===== src/rtl/mips_mem_pkg.sv =====
// Shared types and sizing for the unified instruction/data memory port.
package mips_mem_pkg;

  localparam int MEM_WORDS = 1024;
  localparam int AW_DEF    = $clog2(MEM_WORDS);
  localparam int DW_DEF    = 32;

  // Who owns the read data that emerges from the RAM a few cycles later.
  typedef enum logic [1:0] {
    OWN_NONE = 2'd0,
    OWN_IF   = 2'd1,
    OWN_DM   = 2'd2
  } owner_t;

endpackage


===== src/rtl/arb_resp_tag_pipe.sv =====
// Owner-tag delay line that tracks in-flight RAM reads. A tag pushed in the
// grant cycle reaches the tail exactly DEPTH cycles later, lined up with
// ram_rdata. kill_if retires every in-flight fetch tag, including the one
// sitting at the tail this cycle.
module arb_resp_tag_pipe
  import mips_mem_pkg::*;
#(
  parameter int DEPTH = 1
) (
  input  logic       clk,
  input  logic       clr,
  input  logic       kill_if,
  input  logic [1:0] push_tag,
  output logic [1:0] tail_tag
);

  owner_t tag_q [DEPTH];
  owner_t tag_d [DEPTH];
  owner_t push_t;

  assign push_t = owner_t'(push_tag);

  // Shift one stage per cycle, turning fetch tags into NONE when killed.
  always_comb begin
    for (int i = 0; i < DEPTH; i++) tag_d[i] = OWN_NONE;
    tag_d[0] = (kill_if && push_t == OWN_IF) ? OWN_NONE : push_t;
    for (int i = 1; i < DEPTH; i++) begin
      tag_d[i] = (kill_if && tag_q[i-1] == OWN_IF) ? OWN_NONE : tag_q[i-1];
    end
  end

  // Tag register; clear forgets every read issued before it.
  always_ff @(posedge clk) begin
    if (clr) begin
      for (int i = 0; i < DEPTH; i++) tag_q[i] <= OWN_NONE;
    end else begin
      for (int i = 0; i < DEPTH; i++) tag_q[i] <= tag_d[i];
    end
  end

  // Tail is masked while clearing and when a fetch response is being killed.
  always_comb begin
    if (clr || (kill_if && tag_q[DEPTH-1] == OWN_IF)) tail_tag = OWN_NONE;
    else                                               tail_tag = tag_q[DEPTH-1];
  end

endmodule


===== src/rtl/mem_port_arbiter.sv =====
// Single-port memory arbiter between instruction fetch and the data stage.
//
// Handshake: a requester raises *_req with stable address/data and holds it
// until it sees *_gnt in the same cycle; the grant cycle is the transfer
// cycle. Read data returns RAM_LAT cycles later with a one-cycle *_rvalid
// (no back-pressure on responses). Writes complete at grant and return
// nothing.
module mem_port_arbiter
  import mips_mem_pkg::*;
#(
  parameter int AW           = AW_DEF,
  parameter int DW           = DW_DEF,
  parameter int RAM_LAT      = 1,
  parameter int MAX_D_STREAK = 4
) (
  input  logic          clk1,
  input  logic          rst,
  input  logic          if_req,
  input  logic [AW-1:0] if_addr,
  input  logic          if_flush,
  output logic          if_gnt,
  output logic          if_rvalid,
  output logic [DW-1:0] if_rdata,
  input  logic          dm_req,
  input  logic          dm_we,
  input  logic [AW-1:0] dm_addr,
  input  logic [DW-1:0] dm_wdata,
  output logic          dm_gnt,
  output logic          dm_rvalid,
  output logic [DW-1:0] dm_rdata,
  output logic          stall_if,
  output logic          ram_en,
  output logic          ram_we,
  output logic [AW-1:0] ram_addr,
  output logic [DW-1:0] ram_wdata,
  input  logic [DW-1:0] ram_rdata
);

  localparam int            SW         = $clog2(MAX_D_STREAK + 1);
  localparam logic [SW-1:0] STREAK_MAX = SW'(MAX_D_STREAK);

  logic [SW-1:0] streak_q, streak_d;
  owner_t        push_tag;
  logic [1:0]    tail_tag;

  // Grant selection: flush blocks fetch, then starvation guard, data, fetch.
  always_comb begin
    if_gnt = 1'b0;
    dm_gnt = 1'b0;
    if (!rst) begin
      if (if_flush)                               dm_gnt = dm_req;
      else if (if_req && streak_q == STREAK_MAX)  if_gnt = 1'b1;
      else if (dm_req)                            dm_gnt = 1'b1;
      else if (if_req)                            if_gnt = 1'b1;
    end
  end

  // Count data grants that made a waiting fetch wait; saturates at the limit.
  always_comb begin
    streak_d = streak_q;
    if (!if_req || if_gnt)                     streak_d = '0;
    else if (dm_gnt && streak_q != STREAK_MAX) streak_d = streak_q + 1'b1;
  end

  // Streak register.
  always_ff @(posedge clk1) begin
    if (rst) streak_q <= '0;
    else     streak_q <= streak_d;
  end

  // Drive the RAM command in the grant cycle and pick the response owner.
  always_comb begin
    ram_en    = if_gnt | dm_gnt;
    ram_we    = dm_gnt & dm_we;
    ram_addr  = '0;
    ram_wdata = '0;
    push_tag  = OWN_NONE;
    if (dm_gnt) begin
      ram_addr = dm_addr;
      if (dm_we) ram_wdata = dm_wdata;
      else       push_tag  = OWN_DM;
    end else if (if_gnt) begin
      ram_addr = if_addr;
      push_tag = OWN_IF;
    end
  end

  arb_resp_tag_pipe #(
    .DEPTH (RAM_LAT)
  ) u_tag_pipe (
    .clk      (clk1),
    .clr      (rst),
    .kill_if  (if_flush),
    .push_tag (push_tag),
    .tail_tag (tail_tag)
  );

  // Route read data to whoever owns the tail tag; report fetch stalls.
  always_comb begin
    if_rvalid = (tail_tag == OWN_IF);
    dm_rvalid = (tail_tag == OWN_DM);
    if_rdata  = rst ? '0 : ram_rdata;
    dm_rdata  = rst ? '0 : ram_rdata;
    stall_if  = if_req & ~if_gnt & ~rst;
  end

endmodule


===== config.mk =====
export PLATFORM = sky130hd
export DESIGN_NAME = mem_port_arbiter
export DESIGN_NICKNAME = d
export VERILOG_FILES = /design/src/rtl/mips_mem_pkg.sv /design/src/rtl/arb_resp_tag_pipe.sv /design/src/rtl/mem_port_arbiter.sv
export SDC_FILE = /design/constraint.sdc
export NUM_CORES = 1
export LEC_CHECK = 0
export ABC_AREA = 1
export CAP_MARGIN = 10
export CORE_ASPECT_RATIO = 0.9
export CORE_MARGIN = 1.5
export CORE_UTILIZATION = 24
export DETAILED_ROUTE_END_ITERATION = 10
export PLACE_DENSITY = 0.81
export REMOVE_ABC_BUFFERS = 1
export SLEW_MARGIN = 5
export SYNTH_ARGS = -nofsm -noshare
export SYNTH_HDL_FRONTEND = slang
export SYNTH_SLANG_ARGS = --single-unit

===== constraint.sdc =====
create_clock -name clk1 -period 1.3 [get_ports clk1]
set_input_delay 0.13 -clock clk1 [delete_from_list [all_inputs] [get_ports clk1]]
set_output_delay 0.13 -clock clk1 [all_outputs]
set_load 0.01 [all_outputs]

==> key figures <==
Outcome
  – Status: finished with violations
  – Failing checks: negative setup slack

Synthesis
  – Synth top area share: 18.5%
  – Post-synth top area cell: nand2_1
  – Cells after Synth: 263
  – YS warnings: 0
  – Synth top area cells: nand2_1 (19%), buf_4 (18%), nor2_1 (16%)
  – Avg Cell Area, Syn: 5.39 um2
  – Syn Std Cell Area: 1420 um2
  – Post-synth cell types: 21
  – Sequential fraction of the synthesis area: 7.06%
  – FF+latch count, synth: 5

GRT
  – Global-route wire length before repair: 11.4 mm
  – Vias in the first global route: 2258
  – Gr usage total: 22.2%
  – Pin count of the biggest net entering global routing: 35
  – GRT overflow: 0
  – Initial antenna violation count: 0

Placement
  – Port Buffers: 202
  – Final GP Congestion: 0.847
  – Post-DP HPWL: 5.26 mm
  – Placed cell areas: 3320 um2
  – DP Cell Count: 504

Timing
  – Fin crit period: 1.62 ns
  – Final setup vio count: 51
  – Relative slew slack: 83.8%
  – Final hold vios: 0
  – Worst-Margin Slew: 0.243 ns
  – Final Worst Setup Slack: -0.323 ns
  – RSZ-0062 raised after global routing: true
  – Setup Skew: 0.00177 ns
  – Max Freq: 616 MHz
  – Fin. max-slew vios: 0
  – Final period util: 125%
  – Setup TNS: -13.95 ns

Final layout
  – Synthesis-to-finish area growth: 176%
  – Antenna cells: 0
  – Fin cells: 533
  – Multi-input combinational cell area: 1090 um2
  – Fillers: 465
  – Most frequent cells in the layout: clkdlybuf4s50_1 (86), nand2_1 (64), dlymetal6s2s_1 (53)
  – Nets: 556
  – Reg area: 103 um2
  – Ratio of cells with drive above 1 in the final layout: 34.8%
  – Final Core Density: 68.8%
  – Most common cell after layout, fill and taps aside: clkdlybuf4s50_1
  – Fin area: 3920 um2

Critical path
  – Critical-path maximum fanout: 6
  – Cell mode on critical path: nand2_8
  – Reg-to-reg slack, setup: -0.04 ns
  – Worst-path cell chain: inv_2, ha_4, nand2_4, nor2_4, nand2_8, buf_8, nand2_8, nor2_1, buf_2
  – Bufs and invs on worst path: 3
  – Crit Path Class: flop to output port
  – Peak per-stage delay on the critical path: 0.32 ns
  – Slowest cell on crit path: dfxtp_2
  – Crit path max-delay family: simple AND/OR/NAND/NOR gates
  – FF-to-FF Start: streak_q[0]
  – RR Endpoint: streak_q[1]
  – CP endpoint kind: output port
  – Required @ worst endpoint: 1.17 ns
  – Worst setup SP type: flop
  – WP data arrival: 1.49 ns
  – FF-to-FF path depth: 10

Floorplan
  – Die Wd: 84.0 um
  – Cell row count: 26
  – Area of the die: 6380 um2
  – Starting Density: 24.9%
  – Core ar.: 5690 um2
  – I/O pins: 203
  – Die H: 75.9 um

Pwr
  – Pwr Density: 371 nW/um2
  – Total Power: 1.45 mW
  – Leak: 2.59 nW
  – VDD IR max: 0.245 mV

Detailed routing
  – Via count: 2284
  – Post-DRT Antenna Nets: 0
  – DRC: 0
  – Via/cell ratio: 4.29
  – Drt wl/cell: 14.5 um
  – Routed wire length: 7.70 mm
  – Drt pass-1 iters: 6
  – DR iter-0 viols: 25

Worst hold path
  – Worst Hold Class: primary input to flop
  – Hold path cells: 7
  – Hold EP: streak_q[0]
  – Hold path startpoint: rst

Clock network
  – Sink Count: 5
  – Cts hold-fix bufs: 0
  – TritonCTS clock tree: built
  – CTS Buf Count: 3
  – Bufs on Longest Clock Path: 2
  – H-tree levels: 1
  – Clock root buffer: clkbuf_8
  – Clock latency on the worst-skew pair: 0.22 ns
  – Worst-path clk slew: 0.04 ns

Flow run
  – # Max-Cap Violations: 0
## layer usage
metal | global-route usage, % | vias up | wire length, um
met1 | 23.2 | 1043 | 2720
met4 | 6.89 | 0 | 133
met3 | 6.10 | 12 | 536
li1 | - | 1127 | -
met5 | 0 | - | 0
met2 | 42.4 | 102 | 4320
## synth_stat cells
master,n
nand2_8,1
buf_2,1
nor3_1,1
buf_12,1
ha_1,2
buf_6,4
nor2_4,7
inv_2,2
nor2_8,1
inv_1,47
nor2_1,61
clkbuf_1,3
a21oi_2,1
dfxtp_1,5
nand2_1,70
buf_1,3
nand3_1,11
nand2_4,4
nand3_4,1
nor2_2,3
buf_4,34
## worst register-to-register path, cell delays in order (launching register included)
cell	delay [ns]
dfxtp_2	0.33
inv_2	0.05
ha_4	0.16
nand2_4	0.08
buf_12	0.11
nand2_8	0.05
buf_6	0.11
a21oi_4	0.14
buf_6	0.14
inv_2	0.03
nor2_2	0.06
## cells by family (layout without fill, tap and decap cells)
logic type               after synthesis  after routing  synth area share (%)
adder cells (fa/ha/maj)                2              2                  1.76
flip-flops                             5              5                  7.06
AND/OR/NAND/NOR                      160            166                  53.0
buffers and inverters                 95            289                  37.5
AO/OA/AOI/OAI                          1              1                 0.618
## worst max-delay path by stage
stage	from	to	slack (ns)	cells after the start
floorplan	streak_q[0]	ram_wdata[0]	-0.09	7
global placement	rst	ram_we	-0.74	5
detailed placement	rst	ram_we	-0.75	5
CTS	streak_q[1]	ram_addr[5]	-0.42	10
global route	streak_q[0]	ram_addr[4]	-0.38	10
finish	streak_q[0]	ram_wdata[25]	-0.32	9
## sequential cells by signal, summed over array words and instances (netlist names)
| register | cells |
|---|---|
| streak_q | 3 |
| u_tag_pipe.tag_q | 2 |
## timing repair
action	4_1_cts	5_1_grt
setup endpoints to repair	116	117
gates resized for setup	251	122
buffers inserted	17	6
pin swaps	18	12
cloned	6	2
## final cells by class
| class | count | share of cell area (%) |
|---|---|---|
| Multi-Input combinational cell | 169 | 27.9 |
| Timing Repair inverter | 1 | 0.160 |
| Tap cell | 70 | 2.24 |
| Sequential cell | 5 | 2.62 |
| Inverter | 49 | 4.82 |
| Timing Repair Buffer | 235 | 61.1 |
| Clock buffer | 4 | 1.15 |
## through the flow
| step | hold slack [ns] | worst slack (ns) |
|---|---|---|
| final | 0.585 | -0.323 |
| after floorplan | 0.202 | -0.0876 |
| after global routing | 0.623 | -0.380 |
| after CTS | 0.567 | -0.422 |
| after detailed placement | 0.553 | -0.751 |
| after global placement | 0.539 | -0.736 |
## power breakdown
group / leakage [nW] / total [mW] / internal (mW) / switching [mW]
logic: 2.53 / 1.00 / 0.573 / 0.429
clock network: 0.0228 / 0.291 / 0.211 / 0.0797
registers: 0.0416 / 0.161 / 0.158 / 0.00262
total: 2.59 / 1.45 / 0.942 / 0.511
No activity file was read; power rests on OpenSTA's default activity.
